`config.mk`:
```
export PLATFORM = sky130hd
export DESIGN_NAME = load_store_unit
export DESIGN_NICKNAME = d
export VERILOG_FILES = /design/src/rtl/lsu_pkg.sv /design/src/rtl/lsu_align.sv /design/src/rtl/load_store_unit.sv
export SDC_FILE = /design/constraint.sdc
export NUM_CORES = 1
export LEC_CHECK = 0
export CORE_MARGIN = 2
export CORE_UTILIZATION = 35
export CTS_CLUSTER_DIAMETER = 120
export CTS_CLUSTER_SIZE = 40
export DETAILED_ROUTE_END_ITERATION = 8
export GPL_ROUTABILITY_DRIVEN = 0
export MAX_ROUTING_LAYER = met4
export PLACE_DENSITY = 0.69
export SETUP_SLACK_MARGIN = 0.1
export SLEW_MARGIN = 10
export SYNTH_ARGS = -nofsm -noshare
export SYNTH_HDL_FRONTEND = slang
export SYNTH_SLANG_ARGS = --single-unit
```
`constraint.sdc`:
```
create_clock -name clk -period 1.8 [get_ports clk]
set_clock_uncertainty 0.15 [all_clocks]
set_input_delay 0.36 -clock clk [delete_from_list [all_inputs] [get_ports clk]]
set_output_delay 0.36 -clock clk [all_outputs]
set_load 0.02 [all_outputs]
```
`src/rtl/lsu_pkg.sv`:
```
// lsu_pkg: size encodings, FSM states and address-alignment helpers for load_store_unit
package lsu_pkg;
  localparam logic [1:0] SZ_BYTE = 2'b00;
  localparam logic [1:0] SZ_HALF = 2'b01;
  localparam logic [1:0] SZ_WORD = 2'b10;
  typedef enum logic [1:0] {IDLE, ACCESS, RMW_WR, RESP} state_t;
  function automatic logic is_sub(input logic [1:0] size);
    return size < SZ_WORD;
  endfunction
  function automatic logic misaligned(input logic [1:0] size, input logic [1:0] lo);
    return size >= SZ_WORD ? |lo : (size == SZ_HALF) && lo[0];
  endfunction
  function automatic logic [1:0] align_lo(input logic [1:0] size, input logic [1:0] lo);
    return size >= SZ_WORD ? 2'b00 : size == SZ_HALF ? {lo[1], 1'b0} : lo;
  endfunction
endpackage

```
`src/rtl/lsu_align.sv`:
```
// lsu_align: load lane extract with sign/zero extension and sub-word store merge
module lsu_align
  import lsu_pkg::*;
(
  input  logic [1:0]  size,
  input  logic        uns,
  input  logic [1:0]  lo,
  input  logic [31:0] word,
  input  logic [31:0] wdata,
  output logic [31:0] ldata,
  output logic [31:0] merged
);
  logic [4:0]  sh;
  logic [15:0] lane;
  logic [31:0] mask;
  always_comb begin
    sh = size == SZ_BYTE ? {lo, 3'b000} : {lo[1], 4'b0000};
    lane = 16'(word >> sh);
    mask = (size == SZ_BYTE ? 32'h0000_00ff : 32'h0000_ffff) << sh;
    ldata = size == SZ_BYTE ? {{24{lane[7] & !uns}}, lane[7:0]} :
            size == SZ_HALF ? {{16{lane[15] & !uns}}, lane[15:0]} : word;
    merged = (word & ~mask) | ((wdata << sh) & mask);
  end
endmodule

```
`src/rtl/load_store_unit.sv`:
```
// load_store_unit: FSM load/store unit with sub-word read-modify-write; LSU_MISALIGN_TRAP_EN traps misaligned accesses
module load_store_unit
  import lsu_pkg::*;
#(
  parameter int MEM_AW = 10
) (
  input  logic        clk,
  input  logic        rst,
  input  logic        req_valid,
  output logic        req_ready,
  input  logic        req_we,
  input  logic [1:0]  req_size,
  input  logic        req_unsigned,
  input  logic [31:0] req_addr,
  input  logic [31:0] req_wdata,
  input  logic [4:0]  req_rd,
  output logic        resp_valid,
  input  logic        resp_ready,
  output logic [31:0] resp_rdata,
  output logic [4:0]  resp_rd,
  output logic        resp_err,
  output logic [31:0] mem_addr,
  output logic [31:0] mem_wd,
  output logic        mem_we,
  input  logic [31:0] mem_rd
);
  state_t      state, nxt;
  logic        we_q, uns_q, accept, mis, mem_on;
  logic [1:0]  size_q;
  logic [31:0] addr_q, wdata_q, merged_q, ldata, merged;
  logic        unused_addr;
  lsu_align u_align (
    .size  (size_q),
    .uns   (uns_q),
    .lo    (addr_q[1:0]),
    .word  (mem_rd),
    .wdata (wdata_q),
    .ldata (ldata),
    .merged(merged)
  );
  assign unused_addr = ^addr_q[31:MEM_AW+2];
  assign req_ready = state == IDLE && !rst;
  assign resp_valid = state == RESP && !rst;
  assign accept = req_valid && req_ready;
  assign mem_on = !rst && (state == ACCESS || state == RMW_WR);
  assign mem_addr = mem_on ? 32'(addr_q[MEM_AW+1:2]) : '0;
  assign mem_we = mem_on && we_q && (state == RMW_WR || !is_sub(size_q));
  assign mem_wd = !mem_we ? '0 : state == RMW_WR ? merged_q : wdata_q;
`ifdef LSU_MISALIGN_TRAP_EN
  assign mis = misaligned(req_size, req_addr[1:0]);
  always_ff @(posedge clk)
    resp_err <= rst ? 1'b0 : accept ? mis : resp_err;
`else
  assign mis = 1'b0;
  assign resp_err = 1'b0;
`endif
  always_comb begin
    nxt = state;
    nxt = state == IDLE   ? (accept ? (mis ? RESP : ACCESS) : IDLE) :
          state == ACCESS ? (we_q && is_sub(size_q) ? RMW_WR : RESP) :
          state == RMW_WR ? RESP : (resp_ready ? IDLE : RESP);
  end
  always_ff @(posedge clk) begin
    if (rst) begin
      state <= IDLE;
      we_q <= 1'b0;
      uns_q <= 1'b0;
      size_q <= SZ_BYTE;
      addr_q <= '0;
      wdata_q <= '0;
      merged_q <= '0;
      resp_rdata <= '0;
      resp_rd <= '0;
    end else begin
      state <= nxt;
      if (accept) begin
        we_q <= req_we;
        uns_q <= req_unsigned;
        size_q <= req_size;
        addr_q <= {req_addr[31:2], align_lo(req_size, req_addr[1:0])};
        wdata_q <= req_wdata;
        resp_rd <= req_we ? '0 : req_rd;
        resp_rdata <= '0;
      end
      if (state == ACCESS) begin
        merged_q <= merged;
        if (!we_q) resp_rdata <= ldata;
      end
    end
  end
endmodule

```
After elaboration in Yosys (flattened, before gate mapping)
Cells that the tools add are included.

Bits in registers: 119. Logic and storage cells: 58.

Magnitude comparators: 2. Eq/ne operators: 5. Shift-type cells: 3. Mux-type cells: 19. Bitwise logic cells: 6. Reductions and logical operators: 14.

Operator list (count): 32-bit two-way mux (7); 32-bit AND (2); 32-bit inverter (1); 32-bit bitwise OR (1); 16-bit by 5-bit << shifter with 32-bit output (1); 32-bit by 5-bit << shifter with 32-bit output (1); 32-bit by 5-bit right shift with 16-bit output (1); 16-bit two-way mux (1); 10-bit two-way mux (1); 2-bit two-way mux (5); 1-bit logical AND (7); 2-bit by 1-bit == test with 1-bit output (second input constant) (3); 5-bit two-way mux (1); 2-bit == test (second input constant) (2); 2-bit zero test (2); 4-bit two-way mux (1); 1-bit zero test (3); 1-bit two-way mux (3); 1-bit AND (2); 2-bit greater-or-equal comparator (second input constant) (1); 1-bit logical OR (2); 2-bit less-than comparator (second input constant) (1).

Longest topological paths before layout
Depth in word-level cells: 8. Mapped depth: 8. Depth with buffers taken out: 6.

Modules after synthesis
Synthesis repeated with hierarchy kept, for this count alone.

Cell total of the unflattened synthesis: 752. Area, all modules: 6376.1 µm².

By module, submodules not included: load_store_unit (instances 1, cells an instance 603, area an instance 5181.2 µm², seq. area each 2382.3 µm²); lsu_align (instances 1, cells an instance 149, area an instance 1194.9 µm², seq. area each 0.0 µm²).

Worst setup path after synthesis
No wires, ideal clock.

Path kind: reg2out. From: register state[0]. To: output port mem_wd[22]. Arrival time: 1556 ps. Required time: 1290 ps. Path slack: -266 ps. Cell stages (with the launch flop): 7. Path through: dfxtp_1 > inv_1 > ha_1 > clkbuf_1 > o211ai_1 > clkbuf_1 > nor2_1.

Longest elaborated chain between the ends: 6. Elaborated cells on any way between the ends: 9. Those cells by class: 2 x eq/ne; 2 x mux; 5 x reduce/logical.

RTL lines: start: declaration (RTL line load_store_unit.sv:27) `state_t state, nxt;`; start signal: assignment (RTL line load_store_unit.sv:75) `state <= nxt;`; 2-bit by 1-bit == test with 1-bit output or 2-bit == test (tied branches) (RTL line load_store_unit.sv:45, load_store_unit.sv:47, load_store_unit.sv:48); 1-bit logical OR (RTL line load_store_unit.sv:45) `assign mem_on = !rst && (state == ACCESS || state == RMW_WR);`; 1-bit logical AND (RTL line load_store_unit.sv:45); 1-bit logical AND (2 in series) (RTL line load_store_unit.sv:47) `assign mem_we = mem_on && we_q && (state == RMW_WR || !is_sub(size_q));`; 32-bit two-way mux (*) (RTL line load_store_unit.sv:48) `assign mem_wd = !mem_we ? '0 : state == RMW_WR ? merged_q : wdata_q;`; end: declaration (RTL line load_store_unit.sv:23) `output logic [31:0] mem_wd,`.

Mark *: on every way between the ends. The rest lies on a longest branch, timed or not.

Worst setup path after layout
From: register state[0]. To: output port mem_wd[18].

Same word-level chain as after synthesis.

==> metrics.cfg <==
[yosys]
muxShareOfSynthArea_pct = 5.95
ys.flop_type = dfxtp_1
avgSynthCellArea_um2 = 7.94
synthArstFlopShare_pct = 0
synth_top_family_by_area = simple AND/OR/NAND/NOR gates
synth-edff-count = 0
synth_cells = 776
ys_ff_latch = 119
synthXorXnorAreaFrac_pct = 0
synth_area_um2 = 6160
synth-compound-area-share_pct = 19.1
synthAdderAreaFrac_pct = 0.813
ys_seq_area_share_pct = 38.7
synth_cell_type_count = 49
synth-simple-area-share_pct = 27.1
yosysWarnings = 0

[layout]
drive_above_1_share_pct = 36.4
stdcell_count = 1265
fillCellCount = 1440
syn2layout_area_growth_pct = 71.7
multi_input_area_um2 = 4100
layout.nets = 1140
n_antenna_cell = 0
final_cell_mix = 162 x nand2_1, 115 x dfxtp_1, 90 x buf_4
regArea_um2 = 2390
design_area_um2 = 10600
final_common_cell = nand2_1

[run_status]
violations = negative setup slack
outcome = finished, violations left

[setup_path]
crit_fanout = 6
startpoint = state[0]
critical_path_class = flop to primary output
start_kind = flop
r2r_cells = 9
crit_end = mem_wd[18]
endpoint_kind = primary output
r2r_slack_ps = -100
r2r_start = state[1]
r2r-end = resp_rdata[3]
worstPathRequired_ps = 1290
worstPathArrival_ps = 1960

[clocking]
htreeDepth = 4
clock_latency_ps = 410
cts_tree = done
cts.sinks = 119
cts_buffers = 17
cts_root_buf = clkbuf_16
path_clk_slew_ps = 60
cts_hold_buf = 0
clockBufferDepth = 2

[floorplan]
die_h_um = 137
io_pins = 214
die_area_um2 = 18700
row_count = 48
core-area_um2 = 17200
initial_utilization_pct = 35.7
die_x_um = 137

[sta]
setup_viol = 54
setup_tns_ps = -26000
period_needed_ps = 2470
setup_ws_ps = -673
slew_violations = 0
hold_viol_final = 0
fin_crit_sh_pct = 137
rsz0062_at_grt = true
timing.fmax_mhz = 404

[route]
routed_wl_mm = 22.1
first_pass_iters = 7
remaining_drc_errors = 0
first_iter_violations = 345
ant_nets = 0
vias = 6472
wl_per_cell_um = 17.4
routed_via_density = 5.12

[placement]
port_buffers = 170
place_hpwl_mm = 14.7
place_ws_ps = -694
placed_cell_area_um2 = 8770
dp.cells = 1205

[power_and_ir_drop]
power.density_nw_per_um2 = 976
p_total_uw = 10300
power.leakage_uw = 0.00431
ir_drop_v = 0.000756

[run]
drv_cap = 0

[worst_hold_path]
hold_path_class = primary input to flop

[grt]
overflow = 0
grt_pass1_vias = 6155
grtUsageTotal_pct = 23.4
antenna_found_initial = 0
grt_max_degree = 44
grt_pass1_wl_mm = 32.5

## cell usage after synthesis, drive strengths merged, types with 2 or more instances
cell       n  share of area, %
o22ai      7              0.71
mux2i     35               6.0
a221oi     8               1.1
nor2b     11               1.1
nor2      77               4.7
nand3b    53               6.5
nor4       2              0.20
inv       19               1.2
o2bb2a     7               2.3
buf       44               4.6
o2111ai    7               1.0
dfxtp    119                39
nand2b     4              0.41
and2      11               1.1
nor3b      6              0.73
o21ai     22               1.8
a22oi      7              0.85
nor3       9               1.4
nand2    168                10
ha         4              0.81
a21oi     78               6.9
a311oi    16               2.3
a211oi     9               1.1
clkbuf    41               2.5
## report_power, final
group          internal, µW  switching [µW]
clock network          2680            1190
logic                  1550            1610
registers              3020             262
## layer usage
layer	GRT usage, %	share of wire, %
met1	30.3	44
met4	9.32	2.5
met3	4.56	6.4
met2	35.8	47
met5	-	0
## worst max-delay path, stage by stage, from the launching register on
cell	delay (ps)
dfxtp_2	340
inv_2	60
ha_4	250
nor2b_4	150
o211ai_1	100
buf_4	180
buf_8	140
buf_12	140
nor2_4	80
buf_6	120
## through the flow
stage               hold slack [ps]  util [%]
CTS                             271      57.9
global route                    283      61.4
finish                          280      61.4
global placement                297      50.9
detailed placement              302      50.9
floorplan                       295         -
## kinds of logic (layout without fill, tap and decap cells)
group	count (synthesis)	in the layout
multiplexers	35	35
flip-flops	119	119
adder cells (fa/ha/maj)	4	4
AO/OA/AOI/OAI	168	168
buffers and inverters	104	346
AND/OR/NAND/NOR	345	345
other	1	23
## worst min path at each step
stage	endpoint	start	slack, ps	cells after the start
after floorplan	addr_q[10]	addr_q[10]	290	2
after global placement	resp_rdata[2]	resp_rdata[2]	300	2
after detailed placement	resp_rdata[2]	resp_rdata[2]	300	2
after CTS	resp_rd[0]	rst	270	3
after global routing	resp_rd[0]	rst	280	3
final	resp_rd[0]	rst	280	3
## flip-flops by register name, indices dropped and copies added, names as in the netlist
register    flops
resp_rd         5
resp_rdata     32
addr_q         12
merged_q       32
state           2
wdata_q        32
we_q            1
uns_q           1
size_q          2
## repair_timing
action	in CTS	in global routing
pin swaps	43	33
resized for setup	380	103
setup buffers	12	7
cloned	5	7
setup endpoints to repair	147	132
## final cells by class
cell class | count | area share (%)
well taps | 225 | 2.66
flip-flops and latches | 119 | 22.6
repair buffers | 295 | 28.9
inverters | 19 | 0.674
clock inverters | 6 | 1.50
clock buffers | 26 | 4.91
multi-input cells | 575 | 38.8
No activity file was read; power rests on OpenSTA's default activity.
